### src/rtl/pattern_scheduler.sv
// Test-pattern mode scheduler: picks the pattern mode once per video frame,
// either from switches, by timed auto-rotation, or from a held forced request.
module pattern_scheduler #(
  parameter int DWELL_W         = 7,
  parameter bit SYNC_ACTIVE_LOW = 1'b1
) (
  input  logic               Clock,
  input  logic               Resetn,
  input  logic               iVGA_V_SYNC,
  input  logic [1:0]         iMode_sel,
  input  logic               iAuto_en,
  input  logic [DWELL_W-1:0] iDwell,
  input  logic               iReq,
  input  logic [1:0]         iReq_mode,
  output logic               oAck,
  output logic [1:0]         oMode,
  output logic               oSwap,
  output logic [6:0]         oFrame_count,
  output logic               oFrame_start,
  output logic [1:0]         oState
);

  typedef enum logic [1:0] {
    MANUAL = 2'b00,
    AUTO   = 2'b01,
    HOLD   = 2'b10
  } state_t;

  state_t             state_reg, state_next;
  logic [1:0]         mode_reg, mode_next;
  logic [DWELL_W-1:0] dwell_reg, dwell_next, dwell_last;
  logic [6:0]         count_reg, count_next;
  logic               vsync_prev_reg;
  logic               frame_start_reg;
  logic               ack_reg;
  logic               boundary;
  logic               accept;
  logic               dwell_done;

  assign boundary = SYNC_ACTIVE_LOW ? (vsync_prev_reg & ~iVGA_V_SYNC)
                                    : (~vsync_prev_reg & iVGA_V_SYNC);

  // A dwell of 0 behaves as 1; ">=" keeps the counter from running away
  // if the dwell input is lowered while a count is in progress.
  assign dwell_last = (iDwell == '0) ? '0 : (iDwell - DWELL_W'(1));
  assign dwell_done = (dwell_reg >= dwell_last);

  always_comb begin
    state_next = state_reg;
    mode_next  = mode_reg;
    dwell_next = dwell_reg;
    accept     = 1'b0;
    if (iReq) begin
      accept     = 1'b1;
      state_next = HOLD;
      mode_next  = iReq_mode;
      dwell_next = '0;
    end else begin
      case (state_reg)
        MANUAL: begin
          dwell_next = '0;
          if (iAuto_en) state_next = AUTO;
          else          mode_next  = iMode_sel;
        end
        AUTO: begin
          if (!iAuto_en) begin
            state_next = MANUAL;
            mode_next  = iMode_sel;
            dwell_next = '0;
          end else if (dwell_done) begin
            mode_next  = mode_reg + 2'd1;
            dwell_next = '0;
          end else begin
            dwell_next = dwell_reg + DWELL_W'(1);
          end
        end
        HOLD: begin
          if (dwell_done) begin
            dwell_next = '0;
            if (iAuto_en) begin
              // Forced mode has used its dwell slot, so rotation resumes at the next mode.
              state_next = AUTO;
              mode_next  = mode_reg + 2'd1;
            end else begin
              state_next = MANUAL;
              mode_next  = iMode_sel;
            end
          end else begin
            dwell_next = dwell_reg + DWELL_W'(1);
          end
        end
        default: begin
          state_next = MANUAL;
          dwell_next = '0;
        end
      endcase
    end
  end

  // Entering mode 0 restarts the bar phase: from mode 1 on X bars, otherwise on Y bars.
  always_comb begin
    count_next = count_reg + 7'd1;
    if (mode_next == 2'b00 && mode_reg != 2'b00)
      count_next = (mode_reg == 2'b01) ? 7'd0 : 7'd64;
  end

  always_ff @(posedge Clock or negedge Resetn) begin
    if (!Resetn) begin
      state_reg       <= MANUAL;
      mode_reg        <= 2'b00;
      dwell_reg       <= '0;
      count_reg       <= 7'd0;
      vsync_prev_reg  <= 1'b0;
      frame_start_reg <= 1'b0;
      ack_reg         <= 1'b0;
    end else begin
      vsync_prev_reg  <= iVGA_V_SYNC;
      frame_start_reg <= boundary;
      ack_reg         <= boundary & accept;
      if (boundary) begin
        state_reg <= state_next;
        mode_reg  <= mode_next;
        dwell_reg <= dwell_next;
        count_reg <= count_next;
      end
    end
  end

  assign oAck         = ack_reg;
  assign oMode        = mode_reg;
  assign oFrame_count = count_reg;
  assign oSwap        = count_reg[6];
  assign oFrame_start = frame_start_reg;
  assign oState       = state_reg;

endmodule

### config.mk
export PLATFORM = sky130hd
export DESIGN_NAME = pattern_scheduler
export DESIGN_NICKNAME = d
export VERILOG_FILES = /design/src/rtl/pattern_scheduler.sv
export SDC_FILE = /design/constraint.sdc
export NUM_CORES = 1
export LEC_CHECK = 0
export CORE_ASPECT_RATIO = 0.7
export CORE_MARGIN = 2
export CORE_UTILIZATION = 51
export DETAILED_ROUTE_END_ITERATION = 8
export GPL_TIMING_DRIVEN = 0
export PLACE_DENSITY = 0.79
export SYNTH_ARGS = -nofsm -noshare
export SYNTH_HDL_FRONTEND = slang
export SYNTH_SLANG_ARGS = --single-unit
### constraint.sdc
create_clock -name Clock -period 2.6 [get_ports Clock]
set_input_delay 0.52 -clock Clock [delete_from_list [all_inputs] [get_ports Clock]]
set_output_delay 0.52 -clock Clock [all_outputs]
set_load 0.005 [all_outputs]
==> impl_results.md, run 1 <==
- Outcome: finished, violations left
- Failing checks: negative setup slack
- RSZ-0062 raised after global routing: yes
- Top cells by count, synth: nand2_1 (26), dfrtp_1 (21), ha_1 (16)
- Hold Crit Start: oFrame_count[5]
- Tmin final: 3281 ps
- WHS Path Cells: 1
- Pre-antenna DRT Iters: 4
- Unique masters post-synth: 41
- Max VDD drop: 670.4 uV
- Critical path launch point type: input pin
- Crit path kind: in2reg
- Share of cells above drive strength 1: 23.15%
- XOR/XNOR Fraction of Synth Area: 3.434%
- Drt total wl: 4467 um
- Gpl congestion: 0.8931
- Netlist Area Pre-Place: 1530 um^2
- Clock latency at the later pin of the worst-skew pair: 270 ps
- Number of flops mapped to enable cells by yosys: 0
- DRC violations left: 0
- Synth area leader: dfrtp_1
- # hold bufs at CTS: 0
- Synth Area in Adders: 13.08%
- Vias in the first global route: 1548
- GRT Resource Usage Total: 25.65%
- HPWL Detailed: 3046 um
- Arr. time, crit path: 3450 ps
- # port buffers: 28
- Wire per inst: 17.73 um
- RR Startpoint: dwell_reg[2]
- Post-synthesis register bit count: 21
- Synth Area per Inst: 8.794 um^2
- Rows: 16
- Setup ws final: -680.6 ps
- Achievable Freq: 0.3048 GHz
- Final TNS setup: -7355 ps
- Power Density: 722.8 nW/um^2
- Num Clock Sinks: 21
- Synth-to-Final Area Change: 43.01%
- Die area: 3462 um^2
- CTS tree: yes
- First-pass GRT wire length: 6975 um
- Yosys warns: 0
- # Max-Cap Violations: 0
- DIE WIDTH: 69.47 um
- Measured slew at the worst slew-check pin: 980.8 ps
- Mux contribution to synthesized area: 1.472%
- CTS buffer count: 3
- Net Count, Synth: 206
- Final Hold Viols: 0
- Async set or reset register ratio after synthesis: 100.0%
- Die extent in y: 49.83 um
- R2R setup slack: -40 ps
- Post-Synth Simple-Gate Area: 22.81%
- DR iter-0 viols: 108
- Initial Utilization: 54.21%
- End of the worst hold path: oFrame_count[5]
- Io pins: 30
- Root Buffer: clkbuf_8
- Sequential area share after synthesis: 34.34%
- Primary FF master, synth: dfrtp_1
- Crit-path max FO: 8
- Fin crit share: 126.2%
- Skew final: 12.05 ps
- Main combinational cell family by area after synthesis: simple AND/OR/NAND/NOR gates
- Core box area: 2823 um^2
- Final ANT Viol Nets: 0
- Post-DR vias/cell: 6.016
- Crit path required time: 2770 ps
- NumNets Final: 249
- Worst slew margin: 34.41%
- ANT cells: 0
- # setup viols final: 18
- Mapped Cells: 174
- Setup crit end kind: register
- CTS max path bufs: 2
- Top-area cell type share of the netlist area: 34.34%
- R2r endpoint: oFrame_count[6]
- Fin. max-slew vios: 0
- Dpl cells: 238
- R2R cell count: 9
- HP Class: reg2reg
- Fin cells: 252
- Compound-Gate Fraction of Synth Area: 20.85%
- LEAKAGE: 0.9682 nW
- Grt ovf: 0
- H-tree depth: 1
- Initial antenna violation count: 0
- Largest net degree at the start of global routing: 22
- Synth top area cells: dfrtp_1 (34%), ha_1 (13%), nand2_1 (6.4%)
- Count leader, synth: nand2_1
- Clock transition at path regs: 90 ps
- Via count: 1516
through the flow:
step | setup slack [ps] | utilization [%] | area [um^2] | power (W) | hold slack, ps
final | -680.6 | 77.53 | 2188 | 0.001582 | 569.6
after global routing | -762.5 | 77.53 | 2188 | 0.001677 | 609.2
after CTS | -737.1 | 74.47 | 2102 | 0.001510 | 569.4
after detailed placement | -1732 | 69.19 | 1953 | 0.001223 | 546.9
after global placement | -1673 | 69.19 | 1953 | 0.001173 | 525.9
after floorplan | -703.1 | - | 1628 | 0.0009388 | 224.4
timing repair:
item	CTS	global route
pin swaps	19	14
endpoints found under the hold margin	0	0
setup endpoints to repair	18	18
gates cloned	0	0
gates resized for setup	31	16
setup buffers	7	4
cells in the final DEF, fill, tap and decap left out, drive strengths merged, types with 3 or more instances in the layout:
cell type and instances:
a21o 3, a21oi 9, and2 3, and3 3, buf 15, clkbuf 5
clkdlybuf4s50 22, dfrtp 21, dlygate4sd2 3, ha 16, inv 11, nand2 26
nand2b 5, nand3 5, nand4 3, nor2 15, o21ai 13, or3 6
xor2 5
how the worst max path moves through the flow:
stage              start               to  depth (start not counted)
2_1_floorplan  iDwell[1]  oFrame_count[0]                         16
3_5_place_dp   iDwell[1]  oFrame_count[0]                         17
6_report       iDwell[1]  oFrame_count[0]                         18
5_1_grt        iDwell[1]  oFrame_count[0]                         18
3_3_place_gp   iDwell[1]  oFrame_count[0]                         17
4_1_cts        iDwell[0]  oFrame_count[6]                         17
area by class of cell:
| class | count | area (um^2) |
|---|---|---|
| fill | 188 | 634.4 |
| timing repair buffer | 38 | 372.9 |
| clock buffer | 3 | 41.29 |
| multi-input combinational | 138 | 1117 |
| inverter | 11 | 61.31 |
| clock inverter | 1 | 5.005 |
| buffer | 4 | 20.02 |
| sequential | 21 | 525.5 |
| tap | 36 | 45.04 |
worst max-delay path: stages:
cell and delay [ps]:
buf_12 110, inv_12 40, ha_4 140, nand2b_4 50, nor2_1 80, nand2_1 80, or2_4 290, and2_4 150
ha_4 250, nand2b_4 120, a31oi_4 90, o221ai_4 280, and3_4 250, o41ai_4 90, a2111oi_4 390, buf_6 190
nor2_4 40, mux2_4 280
kinds of logic after synthesis:
family / after synthesis
AOI/OAI and AO/OA: 42
xor gates and xnor gates: 6
adders and majority gates: 16
buffers and inverters: 15
DFF: 21
muxes: 2
and+or+nand+nor: 72
power by group:
| part | switching (W) | total (W) | internal (W) |
|---|---|---|---|
| combinational | 0.000432 | 0.000867 | 0.000434 |
| clock | 0.000118 | 0.000225 | 0.000107 |
| sequential | 0.0000946 | 0.000490 | 0.000396 |
routing by layer:
layer,share of wire [%],global-route usage [%]
met1,40,31.35
met3,6.3,5.521
met2,50,44.55
met4,3.9,10.13
met5,0,0
Power figures use the tool's default switching activity.
==> run 2: changes to the inputs <==
==> constraint.sdc (replaced) <==
create_clock -name Clock -period 2.6 [get_ports Clock]
set_input_delay 0.26 -clock Clock [delete_from_list [all_inputs] [get_ports Clock]]
set_output_delay 0.26 -clock Clock [all_outputs]
set_load 0.005 [all_outputs]
==> impl_results.md, run 2 (synthesized netlist as in run 1, its figures left out) <==
- Outcome: finished, violations left
- Failing checks: negative setup slack
- FF/Latch Area: 525.5 um^2
- Crit path kind: in2reg
- Synth-to-Final Area Change: 42.60%
- Wire per inst: 15.08 um
- DRC violations left: 0
- RSZ-0062 raised after global routing: yes
- Num Clock Sinks: 21
- Met1 WL: 1774 um
- Cell-internal power: 0.0009224 W
- Achievable Freq: 0.3344 GHz
- Fin crit share: 115.0%
- Highest routed metal layer: met4
- Max VDD drop: 574.7 uV
- Multi-input logic area: 1101 um^2
- Die area: 3462 um^2
- # setup viols final: 10
- Pre-antenna DRT Iters: 4
- Root Buffer: clkbuf_8
- Gpl congestion: 0.9508
- Clock power share: 14.3%
- NetSw: 0.0005914 W
- Crit. Startpoint: iDwell[1]
- Clock transition at path regs: 80 ps
- ANT cells: 0
- LEAKAGE: 0.9681 nW
- DR iter-0 viols: 59
- Initial Utilization: 54.21%
- Final ANT Viol Nets: 0
- Initial antenna violation count: 0
- Final Hold Viols: 0
- Io pins: 30
- Met3 WL: 190 um
- CTS buffer count: 3
- WP buf/inv: 3
- Fin. max-slew vios: 0
- Sw Ratio: 39.07%
- Power Density: 693.7 nW/um^2
- Skew final: 4.957 ps
- Grt ovf: 0
- First-pass GRT wire length: 6085 um
- Post-DR vias/cell: 5.822
- Arr. time, crit path: 3150 ps
- HPWL Detailed: 2732 um
- Rows: 16
- Core box area: 2823 um^2
- Setup crit end kind: register
- Worst slew margin: 39.35%
- CTS max path bufs: 2
- Flop pwr share: 32.2%
- HP Class: in2reg
- Pre-CTS setup slack: -1392 ps
- Logic pwr share: 53.5%
- Setup ws final: -390.4 ps
- Clock latency at the later pin of the worst-skew pair: 270 ps
- Crit path max-delay cell type: a2111oi_4
- Final Core Density: 77.31%
- Most frequent cells in the layout: nand2_1 (26), clkdlybuf4s50_1 (22), dfrtp_1 (21)
- Tmin final: 2990 ps
- H-tree depth: 1
- Most common cell after layout, fill and taps aside: nand2_1
- Via count: 1473
- Largest net degree at the start of global routing: 22
- Hold Crit Start: iVGA_V_SYNC
- Drt total wl: 3814 um
- NumNets Final: 250
- Crit path required time: 2760 ps
- RR Startpoint: dwell_reg[0]
- Delay-heaviest family, CP: simple AND/OR/NAND/NOR gates
- Met2 Wirelength: 1767 um
- Crit-path max FO: 8
- GRT Resource Usage Total: 22.12%
- Critical-path cell list: buf_12 > inv_12 > ha_4 > nand2b_4 > nor2_2 > nand2_1 > or2_4 > and2_4 > ha_4 > nand2b_4 > a31oi_4 > o221ai_4 > and3_4 > o41ai_4 > a2111oi_4 > buf_6 > nor2_4 > mux2_4
- DIE WIDTH: 69.47 um
- Slowest stage delay, CP: 360 ps
- Die extent in y: 49.83 um
- Share of cells above drive strength 1: 22.58%
- Measured slew at the worst slew-check pin: 906.8 ps
- # Max-Cap Violations: 0
- Critical path launch point type: input pin
- Vias in the first global route: 1394
- Fill cell count: 183
- CTS tree: yes
- # port buffers: 28
==> run 2: path summary, 6_finish.rpt <==
path	endpoint	slack [ps]	cells past startpoint
min	vsync_prev_reg	450	1
min in group asynchronous	vsync_prev_reg	500	1
max reg2reg	oFrame_count[0]	10	11
max	oFrame_count[0]	-390	18
min reg2reg	oFrame_count[5]	560	1
max in group asynchronous	oMode[1]	1540	1
==> run 2: power by group through the flow <==
stage          Sequential [W]  Clock [W]  Combinational (W)
6_report             0.000487   0.000216           0.000810
5_1_grt              0.000502   0.000235           0.000880
4_1_cts              0.000485   0.000222           0.000727
3_5_place_dp         0.000492          0           0.000693
3_3_place_gp         0.000483          0           0.000670
2_1_floorplan        0.000478          0           0.000443
==> run 2: layout make-up <==
| class | count | share of cell area, % |
|---|---|---|
| Sequential cell | 21 | 24.08 |
| Multi-Input combinational cell | 138 | 50.46 |
| Buffer | 4 | 0.9174 |
| Timing Repair Buffer | 39 | 17.32 |
| Clock buffer | 3 | 1.892 |
| Clock inverter | 1 | 0.2294 |
| Tap cell | 36 | 2.064 |
| Inverter | 11 | 3.039 |
==> run 2: what timing repair did <==
item / CTS / global route
setup buffers: 3 / 8
resized for setup: 27 / 18
endpoints found under the setup margin: 18 / 18
hold buffers: 0 / 0
pin swaps: 11 / 6
==> run 2: metrics by stage <==
step | std cells | TNS (ps) | hold slack [ps] | instance area [um^2] | total power, W
floorplan | 174 | -2601 | -35.59 | 1615 | 0.0009213
global placement | 238 | -17360 | 514.9 | 1941 | 0.001153
detailed placement | 238 | -17940 | 534.3 | 1941 | 0.001185
CTS | 245 | -2491 | 450.9 | 2057 | 0.001434
global route | 253 | -4865 | 467.3 | 2182 | 0.001617
finish | 253 | -2783 | 449.8 | 2182 | 0.001514
==> run 2: worst register-to-register path, delay by kind of cell (launching register included) <==
family	cells	cell delay [ps]
AOI/OAI and AO/OA	4	840
and+or+nand+nor	3	430
DFF	1	410
buffers and inverters	2	280
muxes	1	270
adders and majority gates	1	260
==> run 2: metal layers <==
metal / track usage (%) / up-vias
li1: - / 704
met1: 28.28 / 714
met2: 37.82 / 43
met3: 5.726 / 12
met4: 5.229 / 0
met5: 0 / -
